<file path="src/rtl/bp_be_dcache_arbiter_pkg.sv">
// Shared types for the dcache request-port arbiter: FSM states, requester
// owner encoding and the in-flight tracker entry.
package bp_be_pkg;

  typedef enum logic [1:0] {
    E_PIPE          = 2'd0,
    E_DRAIN_TO_PTW  = 2'd1,
    E_PTW           = 2'd2,
    E_DRAIN_TO_PIPE = 2'd3
  } bp_be_dcache_arb_state_e;

  typedef enum logic {
    e_arb_pipe = 1'b0,
    e_arb_ptw  = 1'b1
  } bp_be_dcache_arb_owner_e;

  typedef struct packed {
    logic                    v;
    bp_be_dcache_arb_owner_e owner;
    logic                    poisoned;
  } bp_be_dcache_arb_entry_s;

  // A flush only ever poisons live pipe-owned work.
  function automatic logic arb_flush_hits(input logic v,
                                          input bp_be_dcache_arb_owner_e owner,
                                          input logic flush);
    return v & flush & (owner == e_arb_pipe);
  endfunction

endpackage

</file>
<file path="src/rtl/bp_be_dcache_arbiter_if.sv">
// Link between the arbiter FSM/mux and its in-flight tracker.
// Handshake: an access is recorded whenever acc_v is high; there is no back-pressure.
interface bp_be_dcache_arbiter_if;
  import bp_be_pkg::*;

  logic                    acc_v;
  bp_be_dcache_arb_owner_e acc_owner;
  logic                    flush;
  bp_be_dcache_arb_entry_s s1;
  bp_be_dcache_arb_entry_s s2;
  logic                    empty;

  modport master (output acc_v, output acc_owner, output flush,
                  input s1, input s2, input empty);
  modport slave  (input acc_v, input acc_owner, input flush,
                  output s1, output s2, output empty);
endinterface

</file>
<file path="src/rtl/bp_be_dcache_arb_tracker.sv">
// Two-entry shift register mirroring the dcache's two pipeline stages.
// Exposed s1/s2 already include poison from a flush in the current cycle.
module bp_be_dcache_arb_tracker
  import bp_be_pkg::*;
(
  input  logic                    clk_i,
  input  logic                    reset_n_i,
  bp_be_dcache_arbiter_if.slave   trk
);

  bp_be_dcache_arb_entry_s r_s1, r_s2;
  bp_be_dcache_arb_entry_s w_s1, w_s2, w_new;

  always_comb begin
    w_s1          = r_s1;
    w_s1.poisoned = r_s1.poisoned | arb_flush_hits(r_s1.v, r_s1.owner, trk.flush);
    w_s2          = r_s2;
    w_s2.poisoned = r_s2.poisoned | arb_flush_hits(r_s2.v, r_s2.owner, trk.flush);
    w_new.v        = trk.acc_v;
    w_new.owner    = trk.acc_owner;
    w_new.poisoned = arb_flush_hits(trk.acc_v, trk.acc_owner, trk.flush);
  end

  // s2 retires every cycle regardless of hit/miss; misses are replayed upstream.
  always_ff @(posedge clk_i or negedge reset_n_i) begin
    if (!reset_n_i) begin
      r_s1 <= '0;
      r_s2 <= '0;
    end else begin
      r_s1 <= w_new;
      r_s2 <= w_s1;
    end
  end

  assign trk.s1    = w_s1;
  assign trk.s2    = w_s2;
  assign trk.empty = ~r_s1.v & ~r_s2.v;

endmodule

</file>
<file path="src/rtl/bp_be_dcache_arbiter.sv">
// Shares the single dcache request port between the memory pipe and the PTW,
// draining in-flight accesses before every ownership change.
module bp_be_dcache_arbiter
  import bp_be_pkg::*;
#(
  parameter int pkt_width_p  = 81,
  parameter int ptag_width_p = 28
) (
  input  logic                    clk_i,
  input  logic                    reset_n_i,
  input  logic                    flush_i,

  input  logic                    pipe_pkt_v_i,
  input  logic [pkt_width_p-1:0]  pipe_pkt_i,
  output logic                    pipe_ready_o,
  input  logic [ptag_width_p-1:0] pipe_ptag_i,
  input  logic                    pipe_ptag_v_i,
  input  logic                    pipe_uncached_i,
  output logic                    pipe_v_o,

  input  logic                    ptw_req_i,
  output logic                    ptw_grant_o,
  input  logic                    ptw_done_i,
  input  logic                    ptw_pkt_v_i,
  input  logic [pkt_width_p-1:0]  ptw_pkt_i,
  output logic                    ptw_ready_o,
  input  logic [ptag_width_p-1:0] ptw_ptag_i,
  input  logic                    ptw_ptag_v_i,
  output logic                    ptw_v_o,

  output logic                    dcache_pkt_v_o,
  output logic [pkt_width_p-1:0]  dcache_pkt_o,
  input  logic                    dcache_ready_i,
  output logic [ptag_width_p-1:0] dcache_ptag_o,
  output logic                    dcache_ptag_v_o,
  output logic                    dcache_uncached_o,
  input  logic                    dcache_v_i,
  input  logic                    dcache_miss_i,

  output logic                    busy_o,
  output logic [1:0]              dbg_state_o
);

  bp_be_dcache_arb_state_e r_state, w_state_next;
  logic w_pipe_ready, w_ptw_ready, w_pipe_acc, w_ptw_acc;

  bp_be_dcache_arbiter_if trk_if ();

  bp_be_dcache_arb_tracker u_tracker (
    .clk_i     (clk_i),
    .reset_n_i (reset_n_i),
    .trk       (trk_if.slave)
  );

  always_ff @(posedge clk_i or negedge reset_n_i) begin
    if (!reset_n_i) r_state <= E_PIPE;
    else            r_state <= w_state_next;
  end

  always_comb begin
    w_state_next = r_state;
    unique case (r_state)
      E_PIPE:          if (ptw_req_i) w_state_next = E_DRAIN_TO_PTW;
      // A miss may still trigger a pipe replay, so hold off the grant.
      E_DRAIN_TO_PTW:  if (trk_if.empty & dcache_ready_i & ~dcache_miss_i)
                         w_state_next = E_PTW;
      E_PTW:           if (ptw_done_i) w_state_next = E_DRAIN_TO_PIPE;
      E_DRAIN_TO_PIPE: if (trk_if.empty & dcache_ready_i) w_state_next = E_PIPE;
      default:         w_state_next = E_PIPE;
    endcase
  end

  always_comb begin
    w_pipe_ready = (r_state == E_PIPE) & ~ptw_req_i & dcache_ready_i;
    w_ptw_ready  = (r_state == E_PTW) & dcache_ready_i;
    w_pipe_acc   = w_pipe_ready & pipe_pkt_v_i;
    w_ptw_acc    = w_ptw_ready & ptw_pkt_v_i;

    pipe_ready_o = w_pipe_ready;
    ptw_ready_o  = w_ptw_ready;
    ptw_grant_o  = (r_state == E_PTW);
    busy_o       = (r_state != E_PIPE);
    dbg_state_o  = r_state;

    dcache_pkt_v_o = w_pipe_acc | w_ptw_acc;
    dcache_pkt_o   = '0;
    if (w_pipe_ready)     dcache_pkt_o = pipe_pkt_i;
    else if (w_ptw_ready) dcache_pkt_o = ptw_pkt_i;

    dcache_ptag_o     = '0;
    dcache_ptag_v_o   = 1'b0;
    dcache_uncached_o = 1'b0;
    if (trk_if.s1.v) begin
      if (trk_if.s1.owner == e_arb_ptw) begin
        dcache_ptag_o   = ptw_ptag_i;
        dcache_ptag_v_o = ptw_ptag_v_i & ~trk_if.s1.poisoned;
      end else begin
        dcache_ptag_o     = pipe_ptag_i;
        dcache_ptag_v_o   = pipe_ptag_v_i & ~trk_if.s1.poisoned;
        dcache_uncached_o = pipe_uncached_i;
      end
    end

    pipe_v_o = dcache_v_i & trk_if.s2.v & (trk_if.s2.owner == e_arb_pipe)
             & ~trk_if.s2.poisoned;
    ptw_v_o  = dcache_v_i & trk_if.s2.v & (trk_if.s2.owner == e_arb_ptw);
  end

  assign trk_if.acc_v     = w_pipe_acc | w_ptw_acc;
  assign trk_if.acc_owner = w_ptw_acc ? e_arb_ptw : e_arb_pipe;
  assign trk_if.flush     = flush_i;

endmodule
</file>
<file path="config.mk">
export PLATFORM = sky130hd
export DESIGN_NAME = bp_be_dcache_arbiter
export DESIGN_NICKNAME = d
export VERILOG_FILES = /design/src/rtl/bp_be_dcache_arbiter_pkg.sv /design/src/rtl/bp_be_dcache_arbiter_if.sv /design/src/rtl/bp_be_dcache_arb_tracker.sv /design/src/rtl/bp_be_dcache_arbiter.sv
export SDC_FILE = /design/constraint.sdc
export NUM_CORES = 1
export LEC_CHECK = 0
export ABC_CLOCK_PERIOD_IN_PS = 3200
export CORE_AREA = 3 3 136 138
export CTS_CLUSTER_SIZE = 20
export DETAILED_ROUTE_END_ITERATION = 7
export DIE_AREA = 0 0 139 141
export MAX_ROUTING_LAYER = met4
export SLEW_MARGIN = 20
export SYNTH_ARGS = -nofsm -noshare
export SYNTH_HDL_FRONTEND = slang
export SYNTH_HIERARCHICAL = 1
export SYNTH_SLANG_ARGS = --single-unit
</file>
<file path="constraint.sdc">
create_clock -name clk_i -period 3.2 [get_ports clk_i]
set_input_delay 0.64 -clock clk_i [delete_from_list [all_inputs] [get_ports clk_i]]
set_output_delay 0.64 -clock clk_i [all_outputs]
set_load 0.1 [all_outputs]
</file>
==> results <==
==> worst paths after layout <==
kind                                startpoint                   to  slack, ns  depth (start not counted)
max                             dcache_ready_i     dcache_pkt_o[80]       0.36                          6
max in group asynchronous            reset_n_i       dbg_state_o[0]       2.20                          1
max reg2reg                u_tracker/trk.s1[2]       dbg_state_o[1]       1.23                          4
min                          u_tracker/r_s1[0]    u_tracker/r_s2[0]       0.46                          1
min in group asynchronous            reset_n_i  u_tracker/trk.s1[2]       0.70                          1
min reg2reg                  u_tracker/r_s1[0]    u_tracker/r_s2[0]       0.46                          1
==> per-stage QoR <==
step / worst slack, ns / hold slack, ns / TNS, ns / cells
after floorplan: -0.100 / 0.344 / -0.100 / 207
after global placement: 0.382 / 0.455 / 0 / 762
after detailed placement: 0.362 / 0.457 / 0 / 762
after CTS: 0.355 / 0.465 / 0 / 766
after global routing: 0.273 / 0.487 / 0 / 768
final: 0.360 / 0.463 / 0 / 768
==> registers in the layout, summed over array words and instances (netlist names) <==
signal	flops
u_tracker/trk.s1	2
u_tracker/trk.s2	2
dbg_state_o	2
u_tracker/r_s1	1
u_tracker/r_s2	1
==> final cells by class <==
cell class                      count  area [um^2]  area share
Sequential cell                     8          203      0.0272
Clock buffer                        4         78.8      0.0106
Tap cell                          225          282      0.0378
Antenna cell                        2         5.00    0.000672
Inverter                            3         11.3     0.00151
Multi-Input combinational cell    167         2140       0.287
Timing Repair Buffer              359         4730       0.635
==> critical path, stage by stage <==
cell             delay [ns]
clkdlybuf4s50_1        0.53
and2_4                 0.17
and2b_4                0.21
buf_12                 0.23
a22o_2                 0.21
buf_12                 0.18
==> layout by cell type (no fill, tap or decap), types with 2 or more instances in the layout <==
cell type        Yosys  layout
diode_2              0       2
a22o_2               0       2
dfrtp_2              0       2
buf_4               11      12
and3_1               2       2
dfrtp_1              8       6
ha_1                 5       4
buf_12               0     117
inv_1                3       3
a22o_4               0      79
o21bai_2             2       2
nor2_1               3       3
nand2_1              4       4
nor2b_1             29      29
clkbuf_16            0       3
clkdlybuf4s50_1      0     230
and2_4               0       2
mux2i_1             30      30
==> routing by layer <==
metal / track usage / wire, um / up-vias
li1: - / - / 1481
met4: 0.0257 / 195 / 0
met2: 0.309 / 8910 / 213
met5: - / 0 / -
met1: 0.167 / 5720 / 1499
met3: 0.0668 / 1790 / 10
==> power groups by stage <==
stage / clock network (mW) / logic (mW) / registers, mW
2_1_floorplan: 0 / 3.12 / 0.251
3_3_place_gp: 0 / 4.95 / 0.179
3_5_place_dp: 0 / 4.97 / 0.182
4_1_cts: 0.219 / 4.98 / 0.181
5_1_grt: 0.229 / 5.09 / 0.187
6_report: 0.215 / 4.95 / 0.181
==> logic make-up (layout without fill, tap and decap cells) <==
family	Yosys count	count (layout)
other	0	2
buffers and inverters	32	366
adder cells (fa/ha/maj)	5	5
AND/OR/NAND/NOR	45	45
flip-flops	8	8
multiplexers	31	31
AO/OA/AOI/OAI	86	86
==> synth_stat cells <==
cell type	number
nor2_1	3
o21bai_2	2
mux2i_1	30
and2b_1	1
ha_1	5
buf_2	14
and3_1	2
nor3_1	1
clkbuf_1	4
a2111o_1	1
a22o_1	81
inv_1	3
dfrtp_1	8
buf_4	11
nor2b_1	29
nor3b_1	1
a21o_1	1
nand2_1	4
mux2_4	1
nor2b_4	1
and2_1	2
and3b_1	1
a2bb2oi_1	1
==> results.md <==
* PostCTS Resize Cnt at 0
* Seq pwr share at 0.034
* Die area at 19600 um^2
* CTS H-tree lvls at 1
* Critical Path RT at 2.56 ns
* Worst Setup End Kind: output port
* Detailed Route WL at 16600 um
* Max Clock Skew at 0.00532 ns
* Final hold violation count at 0
* Row Count at 48
* Register area share after synthesis at 0.112
* Finished Core Util at 0.431
* Nets at roughly 780
* Int Power at 2.20 mW
* Hold Crit Class: flip-flop to flip-flop
* Syn Inst Count at 207
* Die width at roughly 140 um
* Largest family of logic cells by synthesized area: compound AO/OA/AOI/OAI gates
* First-pass GRT wire length at 24200 um
* Filler cells at 1568
* Mux contribution to synthesized area at 0.176
* Overall routing resource usage at 0.166
* Clock sinks at 8
* Critical Path AT at 2.20 ns
* Number of synthesized register bits at 8
* Slew margin rel. at 0.467
* Root Buffer: clkbuf_16
* Switching share of power at 0.589
* Post-Synth Adder-Cell Area at 0.0349
* Initial antenna violation count at 2
* Critical path class: input pin to output port
* Clock group share of total power at 0.040
* Yosys warns at 6
* Critical Path Fanout Max at 29
* Core Footprint at 17300 um^2
* Post-Synth XOR/XNOR Area at 0
* Worst-path clk slew at 0.03 ns
* Starting Density at 0.104
* Top cell type's share of synthesized area at 0.396
* Crit start category: input pin
* Status: finished clean
* TritonCTS Buffers at 3
* Max_cap viols at 0
* WL/cell at 21.6 um
* Min Tclk post-route at 2.84 ns
* Largest cells by area after synthesis: a22o_1 (40%), mux2i_1 (17%), dfrtp_1 (11%)
* Synth Cell Area at 1790 um^2
* Clk Latency, worst-skew pair at 0.23 ns
* Share of layout cells above drive strength 1 at 0.418
* Post-CTS setup repair buffer count at 0
* Power Density at 717 nW/um^2
* ANT nets after route at 0
* Combinational Power Share at 0.926
* Hold Buf Count CTS at 0
* Post-synthesis compound-gate area fraction at 0.424
* Psw at 3.15 mW
* Synth cell types at 23
* Via count at between 3000 and 4000
* Design Power at 5.34 mW
* Vias in the first global route at 3753
* Placer Congestion at 0.916
* Final Slew Violations at 0
* Maximum clock rate at between 300 and 400 MHz
* Area leader, netlist: a22o_1
* Longest Clk Path Bufs at 2
* Total grt overflow at 0
* LEAKAGE at 3.10 nW
* Peak supply drop at 0.443 mV
* Syn_area_per_cell at between 8 and 9 um^2
* Post-DP HPWL at 14700 um
* Setup violators final at 0
* Chip height at 141 um
* Area Overhead vs Synth at 316%
* Initial drt markers at 63
* Placed cell areas at 7370 um^2
* CTS tree: done
* Final period util at 0.887
* RSZ-0062 raised after global routing: no
* Worst-Margin Slew at 0.800 ns
* Final Cell Area at ~7500 um^2
* I/O Buffers at 350
* Mapped Nets at 443
* Num ports at 351
* Drt first pass iters at 4
* Detailed-route DRC error count at 0
* Largest net degree at the start of global routing at 34
* Simple-gate portion of the synthesized area at 0.154
* Vias per cell at between 4 and 5
No activity file was read; power rests on OpenSTA's default activity.
